$ cat src/rtl/usb_line_state_detect.sv
// USB full-speed line state decoder with EOP qualification and bus reset detection.
// Raw D+/D- are synchronised, decoded to J/K/SE0/SE1, and tracked by a small FSM.
module usb_line_state_detect #(
  parameter int SYNC_STAGES    = 2,
  parameter int SE0_MIN_CLKS   = 12,
  parameter int J_CONFIRM_CLKS = 8,
  parameter int BUS_RESET_CLKS = 160
) (
  input  logic clk,
  input  logic rst,
  input  logic d_plus,
  input  logic d_minus,
  output logic line_j,
  output logic line_k,
  output logic line_se0,
  output logic line_se1,
  output logic eop,
  output logic eop_err,
  output logic bus_reset
);

  localparam int SW = $clog2(BUS_RESET_CLKS + 1);
  localparam int JW = $clog2(J_CONFIRM_CLKS + 1);

  localparam logic [SW-1:0] SE0_MIN = SW'(SE0_MIN_CLKS);
  localparam logic [SW-1:0] SE0_MAX = SW'(BUS_RESET_CLKS);
  localparam logic [JW-1:0] J_MAX   = JW'(J_CONFIRM_CLKS);

  typedef enum logic [1:0] {
    S_IDLE,
    S_SE0,
    S_JCHK,
    S_RST
  } state_t;

  logic [SYNC_STAGES-1:0] r_dp_sync;
  logic [SYNC_STAGES-1:0] r_dm_sync;

  logic w_dp;
  logic w_dm;
  logic w_j;
  logic w_k;
  logic w_se0;
  logic w_se1;

  state_t        r_state;
  state_t        w_state_nxt;
  logic [SW-1:0] r_se0_cnt;
  logic [SW-1:0] w_se0_nxt;
  logic [SW-1:0] w_se0_inc;
  logic [JW-1:0] r_j_cnt;
  logic [JW-1:0] w_j_nxt;
  logic [JW-1:0] w_j_inc;
  logic          r_eop;
  logic          w_eop_nxt;
  logic          r_err;
  logic          w_err_nxt;
  logic          r_bus;
  logic          w_bus_nxt;

  // Chains reset to idle J so no spurious SE0 is seen coming out of reset.
  always_ff @(posedge clk) begin
    if (rst) begin
      r_dp_sync <= '1;
      r_dm_sync <= '0;
    end else begin
      r_dp_sync <= {r_dp_sync[SYNC_STAGES-2:0], d_plus};
      r_dm_sync <= {r_dm_sync[SYNC_STAGES-2:0], d_minus};
    end
  end

  assign w_dp  = r_dp_sync[SYNC_STAGES-1];
  assign w_dm  = r_dm_sync[SYNC_STAGES-1];
  assign w_j   =  w_dp & ~w_dm;
  assign w_k   = ~w_dp &  w_dm;
  assign w_se0 = ~w_dp & ~w_dm;
  assign w_se1 =  w_dp &  w_dm;

  assign w_se0_inc = r_se0_cnt + SW'(1);
  assign w_j_inc   = r_j_cnt + JW'(1);

  always_comb begin
    w_state_nxt = r_state;
    w_se0_nxt   = r_se0_cnt;
    w_j_nxt     = r_j_cnt;
    w_eop_nxt   = 1'b0;
    w_err_nxt   = 1'b0;
    w_bus_nxt   = r_bus;
    unique case (r_state)
      S_IDLE: begin
        if (w_se0) begin
          w_state_nxt = S_SE0;
          w_se0_nxt   = SW'(1);
        end
      end
      S_SE0: begin
        if (w_se0) begin
          if (w_se0_inc >= SE0_MAX) begin
            w_state_nxt = S_RST;
            w_se0_nxt   = SE0_MAX;
            w_bus_nxt   = 1'b1;
          end else begin
            w_se0_nxt = w_se0_inc;
          end
        end else begin
          w_state_nxt = S_IDLE;
          w_se0_nxt   = '0;
          if (r_se0_cnt >= SE0_MIN) begin
            if (!w_j) begin
              w_err_nxt = 1'b1;
            end else if (J_MAX == JW'(1)) begin
              w_eop_nxt = 1'b1;
            end else begin
              w_state_nxt = S_JCHK;
              w_j_nxt     = JW'(1);
            end
          end
        end
      end
      S_JCHK: begin
        if (w_j) begin
          if (w_j_inc == J_MAX) begin
            w_state_nxt = S_IDLE;
            w_j_nxt     = '0;
            w_eop_nxt   = 1'b1;
          end else begin
            w_j_nxt = w_j_inc;
          end
        end else if (w_se0) begin
          w_state_nxt = S_SE0;
          w_se0_nxt   = SW'(1);
          w_j_nxt     = '0;
        end else begin
          w_state_nxt = S_IDLE;
          w_j_nxt     = '0;
          w_err_nxt   = 1'b1;
        end
      end
      S_RST: begin
        if (!w_se0) begin
          w_state_nxt = S_IDLE;
          w_se0_nxt   = '0;
          w_bus_nxt   = 1'b0;
        end
      end
      default: begin
        w_state_nxt = S_IDLE;
      end
    endcase
  end

  always_ff @(posedge clk) begin
    if (rst) begin
      r_state   <= S_IDLE;
      r_se0_cnt <= '0;
      r_j_cnt   <= '0;
      r_eop     <= 1'b0;
      r_err     <= 1'b0;
      r_bus     <= 1'b0;
    end else begin
      r_state   <= w_state_nxt;
      r_se0_cnt <= w_se0_nxt;
      r_j_cnt   <= w_j_nxt;
      r_eop     <= w_eop_nxt;
      r_err     <= w_err_nxt;
      r_bus     <= w_bus_nxt;
    end
  end

  assign line_j    = w_j;
  assign line_k    = w_k;
  assign line_se0  = w_se0;
  assign line_se1  = w_se1;
  assign eop       = r_eop;
  assign eop_err   = r_err;
  assign bus_reset = r_bus;

endmodule

$ cat config.mk
export PLATFORM = sky130hd
export DESIGN_NAME = usb_line_state_detect
export DESIGN_NICKNAME = d
export VERILOG_FILES = /design/src/rtl/usb_line_state_detect.sv
export SDC_FILE = /design/constraint.sdc
export NUM_CORES = 1
export LEC_CHECK = 0
export BUFFER_PORTS_ARGS = -buffer_cell sky130_fd_sc_hd__buf_2
export CAP_MARGIN = 20
export CORE_MARGIN = 10
export CORE_UTILIZATION = 45
export DETAILED_ROUTE_END_ITERATION = 8
export GPL_TIMING_DRIVEN = 0
export PLACE_DENSITY = 0.71
export SLEW_MARGIN = 20
export SYNTH_ARGS = -nofsm -noshare
export SYNTH_HDL_FRONTEND = slang
export SYNTH_SLANG_ARGS = --single-unit
$ cat constraint.sdc
create_clock -name clk -period 2.8 [get_ports clk]
set_input_delay 0 -clock clk [delete_from_list [all_inputs] [get_ports clk]]
set_output_delay 0 -clock clk [all_outputs]
set_load 0.01 [all_outputs]
==> qor_table.md, run 1 <==
| Result | Reported | Unit |
| --- | --- | --- |
| Die Footprint | 5400 | sq um |
| Global-route wire length before repair | 4930 | um |
| Final critical delay including setup and external delays | 2.22 | ns |
| Commonest non-fill, non-tap cell in the layout | sky130_fd_sc_hd__dfxtp_1 | - |
| Number of port buffers | 10 | - |
| GPL Wtd Cong | 0.817 | - |
| Non-filler instance count after layout | 197 | - |
| Clk slew on worst S/H paths | 0.14 | ns |
| Warnings, synthesis | 0 | - |
| Post-Synthesis Cell Area | 1290 | sq um |
| End of the worst register-to-register path | r_se0_cnt[5]$_SDFFE_PP0P_ | - |
| Number of pins with negative max-slew slack in the final report | 0 | - |
| GR met1 Demand/Resource | 13.6 | % |
| Instance count of the mapped netlist | 149 | - |
| Clock Root Buffer | sky130_fd_sc_hd__clkbuf_4 | - |
| R2r startpoint | r_state[1]$_SDFFE_PP0P_ | - |
| Number of maximum-capacitance violations | 0 | - |
| Number of buffers inserted during clock tree synthesis | 3 | - |
| Effective utilization at floorplan | 47.0 | % |
| Critical path class | flip-flop to flip-flop | - |
| Number of global-route vias before repair | 1,056 | - |
| Bufs on Longest Clock Path | 2 | - |
| Placed Instance Area | 1380 | sq um |
| Total via count in the routed design | 1,159 | - |
| Unique masters post-synth | 52 | - |
| Seq. cell area | 420 | sq um |
| Worst Hold End | r_dp_sync[0]$_SDFF_PP1_ | - |
| Utilization after layout | 52.5 | % |
| Relative slew slack | 55.7 | % |
| Antenna fix cells | 0 | - |
| Pre-Repair DR Iteration Count | 4 | - |
| Min-Delay Path Class | input pin to flip-flop | - |
| Placed cells | 190 | - |
| Average via count per standard cell | 5.88 | - |
| Final Hold Viols | 0 | - |
| Global routing usage summed across all routing layers | 11.0 | % |
| CTS tree | done | - |
| Worst-case register-to-register setup slack | 0.58 | ns |
| Startpoint type of the worst setup path | flip-flop | - |
| Number of enable flip-flop cells after synthesis | 0 | - |
| Setup crit end kind | flip-flop | - |
| Count of routing violations after the opening detailed-route iteration | 44 | - |
| Post-DP HPWL | 2080 | um |
| Horizontal die dimension | 73.5 | um |
| Layer with the highest usage after global routing | met2 | - |
| Setup TNS after final layout | 0 | ns |
| Number of antenna violations at the first check in global routing | 0 | - |
| Number of buffers inserted by post-CTS setup repair | 0 | - |
| Fill cell total of the finished layout | 259 | - |
| Clock latency at the later pin of the worst-skew pair | 0.32 | ns |
| Summed area of non-filler cells in the final layout | 1440 | sq um |
| Top FF cell, synth | sky130_fd_sc_hd__dfxtp_1 | - |
| Commonest cells after routing, fill and taps aside | sky130_fd_sc_hd__dfxtp_1, sky130_fd_sc_hd__nand2_1, sky130_fd_sc_hd__a21oi_1 | - |
| Maximum clock skew at final layout | 0.0155 | ns |
| Total number of clock tree sinks | 21 | - |
| Post-route fraction of the period consumed by the critical path | 79.2 | % |
| Post-synth ARST share | 0 | % |
| Routing usage on met3 | 2.02 | % |
| Multi-input gate area | 796 | sq um |
| Required time of the critical path | 3.03 | ns |
| Transition time at the pin with the least slew margin | 0.659 | ns |
| Placement Rows | 19 | - |
| Minimum setup slack in the final design | 0.582 | ns |
| Final-report setup violation count | 0 | - |
| Core Area | 2730 | sq um |
| Leakage dissipation | 0.000542 | uW |
| Source of the worst hold timing path | d_plus | - |
| Residual overflow from global routing | 0 | - |
| WL/cell | 14.4 | um |
| Deepest level of the CTS H-tree | 1 | - |
| Setup repair after global routing missed its margin | no | - |
| CP arrival | 2.45 | ns |
| Power density cells | 389 | nW/um^2 |
| Status | finished clean | - |
| Worst Reg2Reg Path Length in Cells | 8 | - |
| Net count after synthesis | 161 | - |
| Top Ports | 11 | - |
| Mean Syn Cell Area | 8.63 | sq um |
| Final Net Count | 179 | - |
| Pin count of the biggest net entering global routing | 14 | - |
| Synth-to-Final Area Change | 11.6 | % |
| Chip Height | 73.5 | um |
| Worst hold path depth | 3 | - |
| DR DRC count | 0 | - |
| Post-synthesis register bit count | 21 | - |
| Wire length reported by the detailed router | 2850 | um |
| Post-synthesis sequential area ratio | 32.7 | % |
| Worst setup slack after placement | 0.593 | ns |
| Layout cell share with drive strength beyond 1 | 20.5 | % |
| Critical path fanouts, max | 10 | - |
| Residual antenna-violating net count after detailed routing | 0 | - |
| Max frequency | 0.451 | GHz |
| Worst VDD drop | 0.301 | mV |
| GR Util met2 | 18.7 | % |
## stage by stage
step                hold WS [ns]  total power [uW]
finish                     0.389               558
global route               0.382               585
CTS                        0.389               562
detailed placement         0.186               402
global placement           0.189               399
floorplan                 0.0757               381
## metal layers
layer	wire length, um	up-vias
li1	-	587
met1	1290	551
met2	1450	19
met3	85	2
met4	20	0
met5	0	-
## critical path: stages, from the launching register on
cell                       delay [ns]
sky130_fd_sc_hd__dfxtp_1         0.42
sky130_fd_sc_hd__inv_1           0.09
sky130_fd_sc_hd__ha_1            0.18
sky130_fd_sc_hd__clkbuf_1        0.22
sky130_fd_sc_hd__nor2_1          0.24
sky130_fd_sc_hd__a21oi_1         0.06
sky130_fd_sc_hd__o21ai_1         0.53
sky130_fd_sc_hd__a21oi_1         0.15
sky130_fd_sc_hd__a211oi_1        0.23
## cell type report
cell class              count  area share (%)
clock inverters             1           0.523
clock buffers               3            1.57
multi-input cells         114            55.4
flip-flops and latches     21            29.3
plain buffers               7            3.05
repair buffers             13            5.58
well taps                  31            2.70
inverters                   7            1.83
## registers in the layout, indices dropped and copies added, names as in the netlist
name       flops
r_state        2
bus_reset      1
r_dp_sync      2
r_j_cnt        4
eop            1
r_dm_sync      2
r_se0_cnt      8
eop_err        1
## power by group
| part | internal, uW | total, uW | leakage (uW) | switching, uW |
|---|---|---|---|---|
| Sequential | 307 | 314 | 0.000170 | 7.06 |
| Combinational | 32.5 | 83.9 | 0.000358 | 51.4 |
| Clock | 54.6 | 160 | 0.0000139 | 105 |
| Total | 394 | 558 | 0.000542 | 164 |
## cell usage after synthesis, types with 2 or more instances
| library cell | n | area [sq um] |
|---|---|---|
| sky130_fd_sc_hd__o21ai_1 | 2 | 10.0 |
| sky130_fd_sc_hd__or2_2 | 2 | 12.5 |
| sky130_fd_sc_hd__a32oi_1 | 3 | 26.3 |
| sky130_fd_sc_hd__nor2_1 | 10 | 37.5 |
| sky130_fd_sc_hd__clkbuf_1 | 2 | 7.51 |
| sky130_fd_sc_hd__a21oi_1 | 13 | 65.1 |
| sky130_fd_sc_hd__nor2b_1 | 3 | 18.8 |
| sky130_fd_sc_hd__dfxtp_1 | 21 | 420 |
| sky130_fd_sc_hd__nor4_1 | 2 | 12.5 |
| sky130_fd_sc_hd__nand3_1 | 4 | 20.0 |
| sky130_fd_sc_hd__nor2_2 | 2 | 12.5 |
| sky130_fd_sc_hd__nand2b_1 | 5 | 31.3 |
| sky130_fd_sc_hd__inv_1 | 6 | 22.5 |
| sky130_fd_sc_hd__nor3_1 | 3 | 15.0 |
| sky130_fd_sc_hd__o211ai_1 | 3 | 22.5 |
| sky130_fd_sc_hd__ha_1 | 8 | 100 |
| sky130_fd_sc_hd__o31ai_1 | 3 | 22.5 |
| sky130_fd_sc_hd__nand2_1 | 13 | 48.8 |
| sky130_fd_sc_hd__buf_4 | 2 | 15.0 |
| sky130_fd_sc_hd__nand4_1 | 3 | 18.8 |
| sky130_fd_sc_hd__mux2i_1 | 2 | 20.0 |
| sky130_fd_sc_hd__o21ai_0 | 4 | 20.0 |
| sky130_fd_sc_hd__nand4b_1 | 3 | 26.3 |
| sky130_fd_sc_hd__nor4bb_1 | 2 | 20.0 |
## cell families (layout without fill, tap and decap cells)
kind of cell,count (synthesis),count (layout),synth area share (%)
AO/OA/AOI/OAI,41,41,23.3
multiplexers,2,2,1.56
flip-flops,21,21,32.7
buffers and inverters,14,31,5.45
AND/OR/NAND/NOR,62,62,28.6
adder cells (fa/ha/maj),8,8,7.78
XOR/XNOR,1,1,0.681
## how the worst max path moves through the flow
stage,startpoint,slack [ns],end
detailed placement,r_state[1]$_SDFFE_PP0P_,0.59,r_se0_cnt[5]$_SDFFE_PP0P_
floorplan,r_state[1]$_SDFFE_PP0P_,1.04,r_se0_cnt[5]$_SDFFE_PP0P_
CTS,r_state[1]$_SDFFE_PP0P_,0.56,r_se0_cnt[5]$_SDFFE_PP0P_
global placement,r_state[1]$_SDFFE_PP0P_,0.69,r_se0_cnt[5]$_SDFFE_PP0P_
finish,r_state[1]$_SDFFE_PP0P_,0.58,r_se0_cnt[5]$_SDFFE_PP0P_
global route,r_state[1]$_SDFFE_PP0P_,0.36,r_se0_cnt[5]$_SDFFE_PP0P_
## repair_timing
action                    CTS  global route
resized for setup           0             0
hold buffers                3             0
hold endpoints to repair    4             0
Note: power is estimated with default switching activity, not from simulation.
==> run 2, diff against run 1 <==
- clock period: 2.8 -> 2.2 ns (I/O delays scaled with it)
==> run 2 against run 1 <==
Count of clock-buffer cells in the layout is the same. Routed wire length is 1.2% lower. Final area is 0.26% higher. Die area unchanged. Global-route usage about the same. Via count up 0.69%. Sequential power up 27%. Maximum frequency grew 10%. Clock power up 29%. Combinational power is 29% higher. Critical endpoint unchanged. Largest cell class unchanged.
==> qor_table.md, run 2 (synthesized netlist as in run 1, its figures left out) <==
| Result | Reported | Unit | Change |
| --- | --- | --- | --- |
| Top Ports | 11 | - | unchanged |
| Relative slew slack | 66.2 | % | +10 points |
| Transition time at the pin with the least slew margin | 0.507 | ns | -0.153 ns |
| Launching instance or port of the critical path | r_state[1]$_SDFFE_PP0P_ | - |  |
| Routing usage on met3 | 2.02 | % | unchanged |
| Number of port buffers | 10 | - | unchanged |
| Post-route fraction of the period consumed by the critical path | 91.3 | % | +12 points |
| Final Hold Viols | 0 | - | unchanged |
| Average via count per standard cell | 5.92 | - | +0.69% |
| CTS tree | done | - |  |
| Final-report setup violation count | 0 | - | unchanged |
| Number of buffers inserted during clock tree synthesis | 3 | - | unchanged |
| Required time of the critical path | 2.44 | ns | -0.59 ns |
| WL/cell | 14.3 | um | -1.2% |
| Min-Delay Path Class | input pin to flip-flop | - |  |
| Seq. cell area | 420 | sq um | unchanged |
| Status | finished clean | - |  |
| GR met1 Demand/Resource | 13.5 | % | -0.078 points |
| Number of flip-flops under the largest register name | 8 | - | unchanged |
| Startpoint type of the worst setup path | flip-flop | - |  |
| Total via count in the routed design | 1,167 | - | +0.69% |
| Multi-input gate area | 800 | sq um | +0.47% |
| DR DRC count | 0 | - | unchanged |
| Worst Reg2Reg Path Length in Cells | 8 | - | unchanged |
| Number of global-route vias before repair | 1,055 | - | -0.095% |
| Residual overflow from global routing | 0 | - | unchanged |
| Critical path class | flip-flop to flip-flop | - |  |
| Cell family contributing the most delay on the critical path | compound AO/OA/AOI/OAI gates | - |  |
| Pre-Repair DR Iteration Count | 4 | - | unchanged |
| Worst setup slack after placement | -0.00721 | ns | -0.600 ns |
| Chip Height | 73.5 | um | unchanged |
| Clock Root Buffer | sky130_fd_sc_hd__clkbuf_4 | - |  |
| GPL Wtd Cong | 0.817 | - | unchanged |
| Layout cell share with drive strength beyond 1 | 21.1 | % | +0.60 points |
| Total number of clock tree sinks | 21 | - | unchanged |
| Clock latency at the later pin of the worst-skew pair | 0.32 | ns | about the same |
| Antenna fix cells | 0 | - | unchanged |
| Stages on the worst setup path | 8 | - | unchanged |
| Leakage dissipation | 0.000543 | uW | +0.20% |
| CP Cell Sequence | inv_1 > ha_1 > clkbuf_1 > nor2_1 > a21oi_1 > o21ai_2 > a21oi_1 > a211oi_1 | - |  |
| Placement Rows | 19 | - | unchanged |
| Final critical delay including setup and external delays | 2.01 | ns | -0.210 ns |
| GR Util met2 | 18.7 | % | unchanged |
| Max frequency | 0.498 | GHz | +10% |
| Layer with the highest usage after global routing | met2 | - |  |
| Number of pins with negative max-slew slack in the final report | 0 | - | unchanged |
| Placed cells | 190 | - | unchanged |
| Bufs on Longest Clock Path | 2 | - | unchanged |
| Power density cells | 497 | nW/um^2 | +28% |
| Reg with most FFs | r_se0_cnt | - |  |
| Clk slew on worst S/H paths | 0.14 | ns | about the same |
| Final Net Count | 179 | - | unchanged |
| Horizontal die dimension | 73.5 | um | unchanged |
| Residual antenna-violating net count after detailed routing | 0 | - | unchanged |
| Placed Instance Area | 1380 | sq um | unchanged |
| Maximum clock skew at final layout | 0.0118 | ns | -0.00370 ns |
| Synth-to-Final Area Change | 11.9 | % |  |
| Top flop regs | r_se0_cnt: 8 flops, r_j_cnt: 4 flops | - |  |
| Worst-case register-to-register setup slack | 0.19 | ns | -0.39 ns |
| Worst VDD drop | 0.383 | mV | +27% |
| Summed area of non-filler cells in the final layout | 1440 | sq um | +0.26% |
| Minimum setup slack in the final design | 0.192 | ns | -0.390 ns |
| Critical path buffers and inverters | 2 | - | unchanged |
| Commonest cells after routing, fill and taps aside | sky130_fd_sc_hd__dfxtp_1, sky130_fd_sc_hd__nand2_1, sky130_fd_sc_hd__a21oi_1 | - |  |
| Number of antenna violations at the first check in global routing | 0 | - | unchanged |
| Utilization after layout | 52.6 | % | +0.14 points |
| Count of routing violations after the opening detailed-route iteration | 40 | - | -9.1% |
| Post-DP HPWL | 2080 | um | unchanged |
| Critical path fanouts, max | 10 | - | unchanged |
| CP arrival | 2.25 | ns | -0.20 ns |
| Non-filler instance count after layout | 197 | - | unchanged |
| R2r startpoint | r_state[1]$_SDFFE_PP0P_ | - |  |
| Setup crit end kind | flip-flop | - |  |
| CP endpoint | r_se0_cnt[5]$_SDFFE_PP0P_ | - |  |
| Global routing usage summed across all routing layers | 11.0 | % | -0.027 points |
| Fill cell total of the finished layout | 258 | - | -0.39% |
| Cell with the biggest individual delay on the critical path | sky130_fd_sc_hd__dfxtp_1 | - |  |
| Core Area | 2730 | sq um | unchanged |
| Deepest level of the CTS H-tree | 1 | - | unchanged |
| Wire length reported by the detailed router | 2810 | um | -1.2% |
| Most frequent CP cell | sky130_fd_sc_hd__a21oi_1 | - |  |
| End of the worst register-to-register path | r_se0_cnt[5]$_SDFFE_PP0P_ | - |  |
| Die Footprint | 5400 | sq um | unchanged |
| Effective utilization at floorplan | 47.0 | % | unchanged |
| Setup repair after global routing missed its margin | no | - |  |
| Global-route wire length before repair | 4910 | um | -0.28% |
| Commonest non-fill, non-tap cell in the layout | sky130_fd_sc_hd__dfxtp_1 | - |  |
| Number of maximum-capacitance violations | 0 | - | unchanged |
| Pin count of the biggest net entering global routing | 14 | - | unchanged |
| Delay of the slowest cell on the worst path | 0.42 | ns | -0.11 ns |
-- run 2: changes by cell type in the layout (fill, tap and decap cells not counted) --
cell	delta
sky130_fd_sc_hd__o21ai_1	-1
sky130_fd_sc_hd__o21ai_2	+1
-- run 2: worst min path at each step --
stage          startpoint                      end  slack, ns  cells after the start
5_1_grt            d_plus  r_dp_sync[0]$_SDFF_PP1_       0.38                      3
6_report           d_plus  r_dp_sync[0]$_SDFF_PP1_       0.39                      3
3_3_place_gp       d_plus  r_dp_sync[0]$_SDFF_PP1_       0.19                      2
3_5_place_dp       d_plus  r_dp_sync[0]$_SDFF_PP1_       0.19                      2
4_1_cts            d_plus  r_dp_sync[0]$_SDFF_PP1_       0.39                      3
2_1_floorplan         rst           eop$_SDFF_PP0_       0.08                      1
-- run 2: cell type report --
class | count | area share [%]
clock inverter | 1 | 0.522
multi-input combinational | 114 | 55.6
timing repair buffer | 13 | 5.57
buffer | 7 | 3.04
clock buffer | 3 | 1.57
sequential | 21 | 29.2
tap | 31 | 2.70
inverter | 7 | 1.83
-- run 2: through the flow --
stage                      TNS, ns  hold slack (ns)  total power, uW
after floorplan                  0           0.0757              484
after global placement           0            0.189              507
after detailed placement  -0.00721            0.186              511
after CTS                        0            0.389              717
after global routing             0            0.382              745
final                            0            0.387              714
-- run 2: where the power goes --
| part | switching (uW) | internal (uW) | leakage [uW] |
|---|---|---|---|
| Clock | 137 | 69.5 | 0.0000139 |
| Sequential | 8.93 | 391 | 0.000170 |
| Combinational | 65.8 | 42.2 | 0.000359 |
-- run 2: per-layer routing --
| metal | routed length (um) | up-vias |
|---|---|---|
| li1 | - | 591 |
| met5 | 0 | - |
| met1 | 1270 | 552 |
| met2 | 1430 | 22 |
| met3 | 98 | 2 |
| met4 | 20 | 0 |
-- run 2: worst reg2reg max path, stage by stage (launching register included) --
cell and delay (ns):
sky130_fd_sc_hd__dfxtp_1 0.42, sky130_fd_sc_hd__inv_1 0.09, sky130_fd_sc_hd__ha_1 0.18, sky130_fd_sc_hd__clkbuf_1 0.22, sky130_fd_sc_hd__nor2_1 0.24, sky130_fd_sc_hd__a21oi_1 0.08
sky130_fd_sc_hd__o21ai_2 0.35, sky130_fd_sc_hd__a21oi_1 0.13, sky130_fd_sc_hd__a211oi_1 0.22
-- run 2: what timing repair did --
item,CTS,global route
endpoints found under the hold margin,4,0
gates resized for setup,1,0
endpoints found under the setup margin,1,0
hold buffers,3,0
buffers inserted,0,0
==> run 3, diff against run 2 <==
- CELL_PAD_IN_SITES_DETAIL_PLACEMENT: default -> 0
- CELL_PAD_IN_SITES_GLOBAL_PLACEMENT: default -> 1
- CORE_UTILIZATION: 45 -> 44
- PLACE_DENSITY: 0.71 -> 0.85
==> run 3 against run 2 <==
First-iteration DRC count rose by 88%. Sequential cell count did not move. Sequential share of layout area fell by 0.15 points.
==> qor_table.md, run 3 (synthesized netlist as in run 1, its figures left out) <==
| Result | Reported | Unit | Change |
| --- | --- | --- | --- |
| Global routing usage summed across all routing layers | 10.9 | % | -0.080 points |
| Non-filler instance count after layout | 197 | - | unchanged |
| Required time of the critical path | 2.45 | ns | about the same |
| Number of buffers inserted by post-CTS setup repair | 0 | - | unchanged |
| Number of buffers inserted during clock tree synthesis | 3 | - | unchanged |
| Synth-to-Final Area Change | 12.5 | % |  |
| CP Cell Sequence | inv_1 > ha_1 > nand3b_4 > nor2_1 > o21ai_1 > or4_1 > a21oi_1 | - |  |
| Leakage dissipation | 0.000545 | uW | +0.31% |
| Clock latency at the later pin of the worst-skew pair | 0.31 | ns | about the same |
| Final Hold Viols | 0 | - | unchanged |
| Number of maximum-capacitance violations | 0 | - | unchanged |
| Clock Root Buffer | sky130_fd_sc_hd__clkbuf_4 | - |  |
| Summed area of non-filler cells in the final layout | 1450 | sq um | +0.52% |
| Setup TNS after final layout | 0 | ns | unchanged |
| Residual antenna-violating net count after detailed routing | 0 | - | unchanged |
| Worst VDD drop | 0.327 | mV | -15% |
| WL/cell | 14.4 | um | +0.85% |
| Status | finished clean | - |  |
| Worst hold path depth | 3 | - | unchanged |
| Maximum clock skew at final layout | 0.00981 | ns | -0.00201 ns |
| Power density cells | 491 | nW/um^2 | -1.2% |
| Top Ports | 11 | - | unchanged |
| Total number of clock tree sinks | 21 | - | unchanged |
| Count of routing violations after the opening detailed-route iteration | 75 | - | +88% |
| Post-DP HPWL | 2080 | um | -0.31% |
| Effective utilization at floorplan | 46.2 | % | -0.80 points |
| Final Net Count | 179 | - | unchanged |
| Residual overflow from global routing | 0 | - | unchanged |
| Min-Delay Path Class | input pin to flip-flop | - |  |
| GPL Wtd Cong | 0.847 | - | +3.6% |
| Global-route wire length before repair | 4890 | um | -0.55% |
| Hold slack | 0.401 | ns | +0.0135 ns |
| Horizontal die dimension | 74.1 | um | +0.82% |
| Number of global-route vias before repair | 1,064 | - | +0.85% |
| Number of flip-flops under the largest register name | 8 | - | unchanged |
| Transition time at the pin with the least slew margin | 0.533 | ns | +0.0259 ns |
| Cell with the biggest individual delay on the critical path | sky130_fd_sc_hd__or4_1 | - |  |
| Wire length reported by the detailed router | 2840 | um | +0.85% |
| Placement Rows | 19 | - | unchanged |
| Number of antenna violations at the first check in global routing | 0 | - | unchanged |
| Pre-Repair DR Iteration Count | 4 | - | unchanged |
| Reg with most FFs | r_se0_cnt | - |  |
| Die Footprint | 5490 | sq um | +1.6% |
| Pin count of the biggest net entering global routing | 14 | - | unchanged |
| Post-route fraction of the period consumed by the critical path | 89.8 | % | -1.5 points |
| Core Area | 2780 | sq um | +1.7% |
| Final critical delay including setup and external delays | 1.98 | ns | -0.0321 ns |
| DR DRC count | 0 | - | unchanged |
| Placed Instance Area | 1380 | sq um | unchanged |
| Relative slew slack | 64.5 | % | -1.7 points |
| Clk slew on worst S/H paths | 0.13 | ns | about the same |
| Average via count per standard cell | 5.77 | - | -2.7% |
| Placed cells | 190 | - | unchanged |
| Chip Height | 74.1 | um | +0.82% |
| Total via count in the routed design | 1,136 | - | -2.7% |
| Number of port buffers | 10 | - | unchanged |
| Max frequency | 0.506 | GHz | +1.6% |
| Startpoint type of the worst setup path | flip-flop | - |  |
| Worst Reg2Reg Path Length in Cells | 7 | - | -1 |
| Setup crit end kind | flip-flop | - |  |
| Setup repair after global routing missed its margin | no | - |  |
| CP arrival | 2.22 | ns | -0.03 ns |
| Deepest level of the CTS H-tree | 1 | - | unchanged |
| Layout cell share with drive strength beyond 1 | 21.1 | % | unchanged |
| Number of pins with negative max-slew slack in the final report | 0 | - | unchanged |
| Commonest cells after routing, fill and taps aside | sky130_fd_sc_hd__dfxtp_1, sky130_fd_sc_hd__nand2_1, sky130_fd_sc_hd__a21oi_1 | - |  |
| Commonest non-fill, non-tap cell in the layout | sky130_fd_sc_hd__dfxtp_1 | - |  |
| Bufs on Longest Clock Path | 2 | - | unchanged |
| Critical path fanouts, max | 6 | - | -4 |
| CTS tree | done | - |  |
| Final-report setup violation count | 0 | - | unchanged |
| Delay of the slowest cell on the worst path | 0.53 | ns | +0.11 ns |
| Critical path class | flip-flop to flip-flop | - |  |
| Utilization after layout | 52.0 | % | -0.63 points |
| Antenna fix cells | 0 | - | unchanged |
| Top flop regs | r_se0_cnt: 8 flops, r_j_cnt: 4 flops | - |  |
run 3: report_power, final:
group | switching [uW] | internal [uW] | total (uW) | leakage, uW
Combinational | 68.3 | 44.0 | 112 | 0.000360
Clock | 128 | 69.2 | 197 | 0.0000139
Sequential | 9.62 | 391 | 400 | 0.000170
run 3: area by class of cell:
cell class | count | area [sq um]
Buffer | 7 | 43.8
Clock buffer | 3 | 22.5
Clock inverter | 1 | 7.51
Fill cell | 265 | 1340
Inverter | 7 | 26.3
Multi-Input combinational cell | 114 | 807
Sequential cell | 21 | 420
Tap cell | 31 | 38.8
Timing Repair Buffer | 13 | 80.1
run 3: timing repair:
item,in CTS,in global routing
hold buffers,3,0
endpoints found under the hold margin,3,0
gates resized for setup,1,1
setup endpoints to repair,1,1
run 3: path summary, 6_finish.rpt:
check                          startpoint                       to  slack, ns
setup / recovery  r_state[0]$_SDFFE_PP0P_  r_j_cnt[3]$_SDFFE_PP0P_       0.22
hold / removal                     d_plus  r_dp_sync[0]$_SDFF_PP1_       0.40
setup reg to reg  r_state[0]$_SDFFE_PP0P_  r_j_cnt[3]$_SDFFE_PP0P_       0.22
hold reg to reg   r_dp_sync[0]$_SDFF_PP1_  r_dp_sync[1]$_SDFF_PP1_       0.43
run 3: metrics by stage:
step                total power, uW  setup WS [ns]
finish                          710          0.224
floorplan                       484          0.436
global route                    746         0.0528
global placement                509         0.0366
detailed placement              512         0.0264
CTS                             716          0.169
run 3: critical path: cells and delay by family, from the launching register on:
family	cells	cell delay [ns]
fa+ha+maj	1	0.30
compound gates	2	0.31
simple gates	3	0.84
buf+inv	1	0.10
flops	1	0.36
run 3: routing by layer:
metal / vias to the layer above / wire length (um) / track usage [%]
met1: 534 / 1350 / 13.4
li1: 579 / - / -
met4: 0 / 34 / 3.93
met2: 19 / 1340 / 18.1
met5: - / 0 / 0
met3: 4 / 111 / 2.66
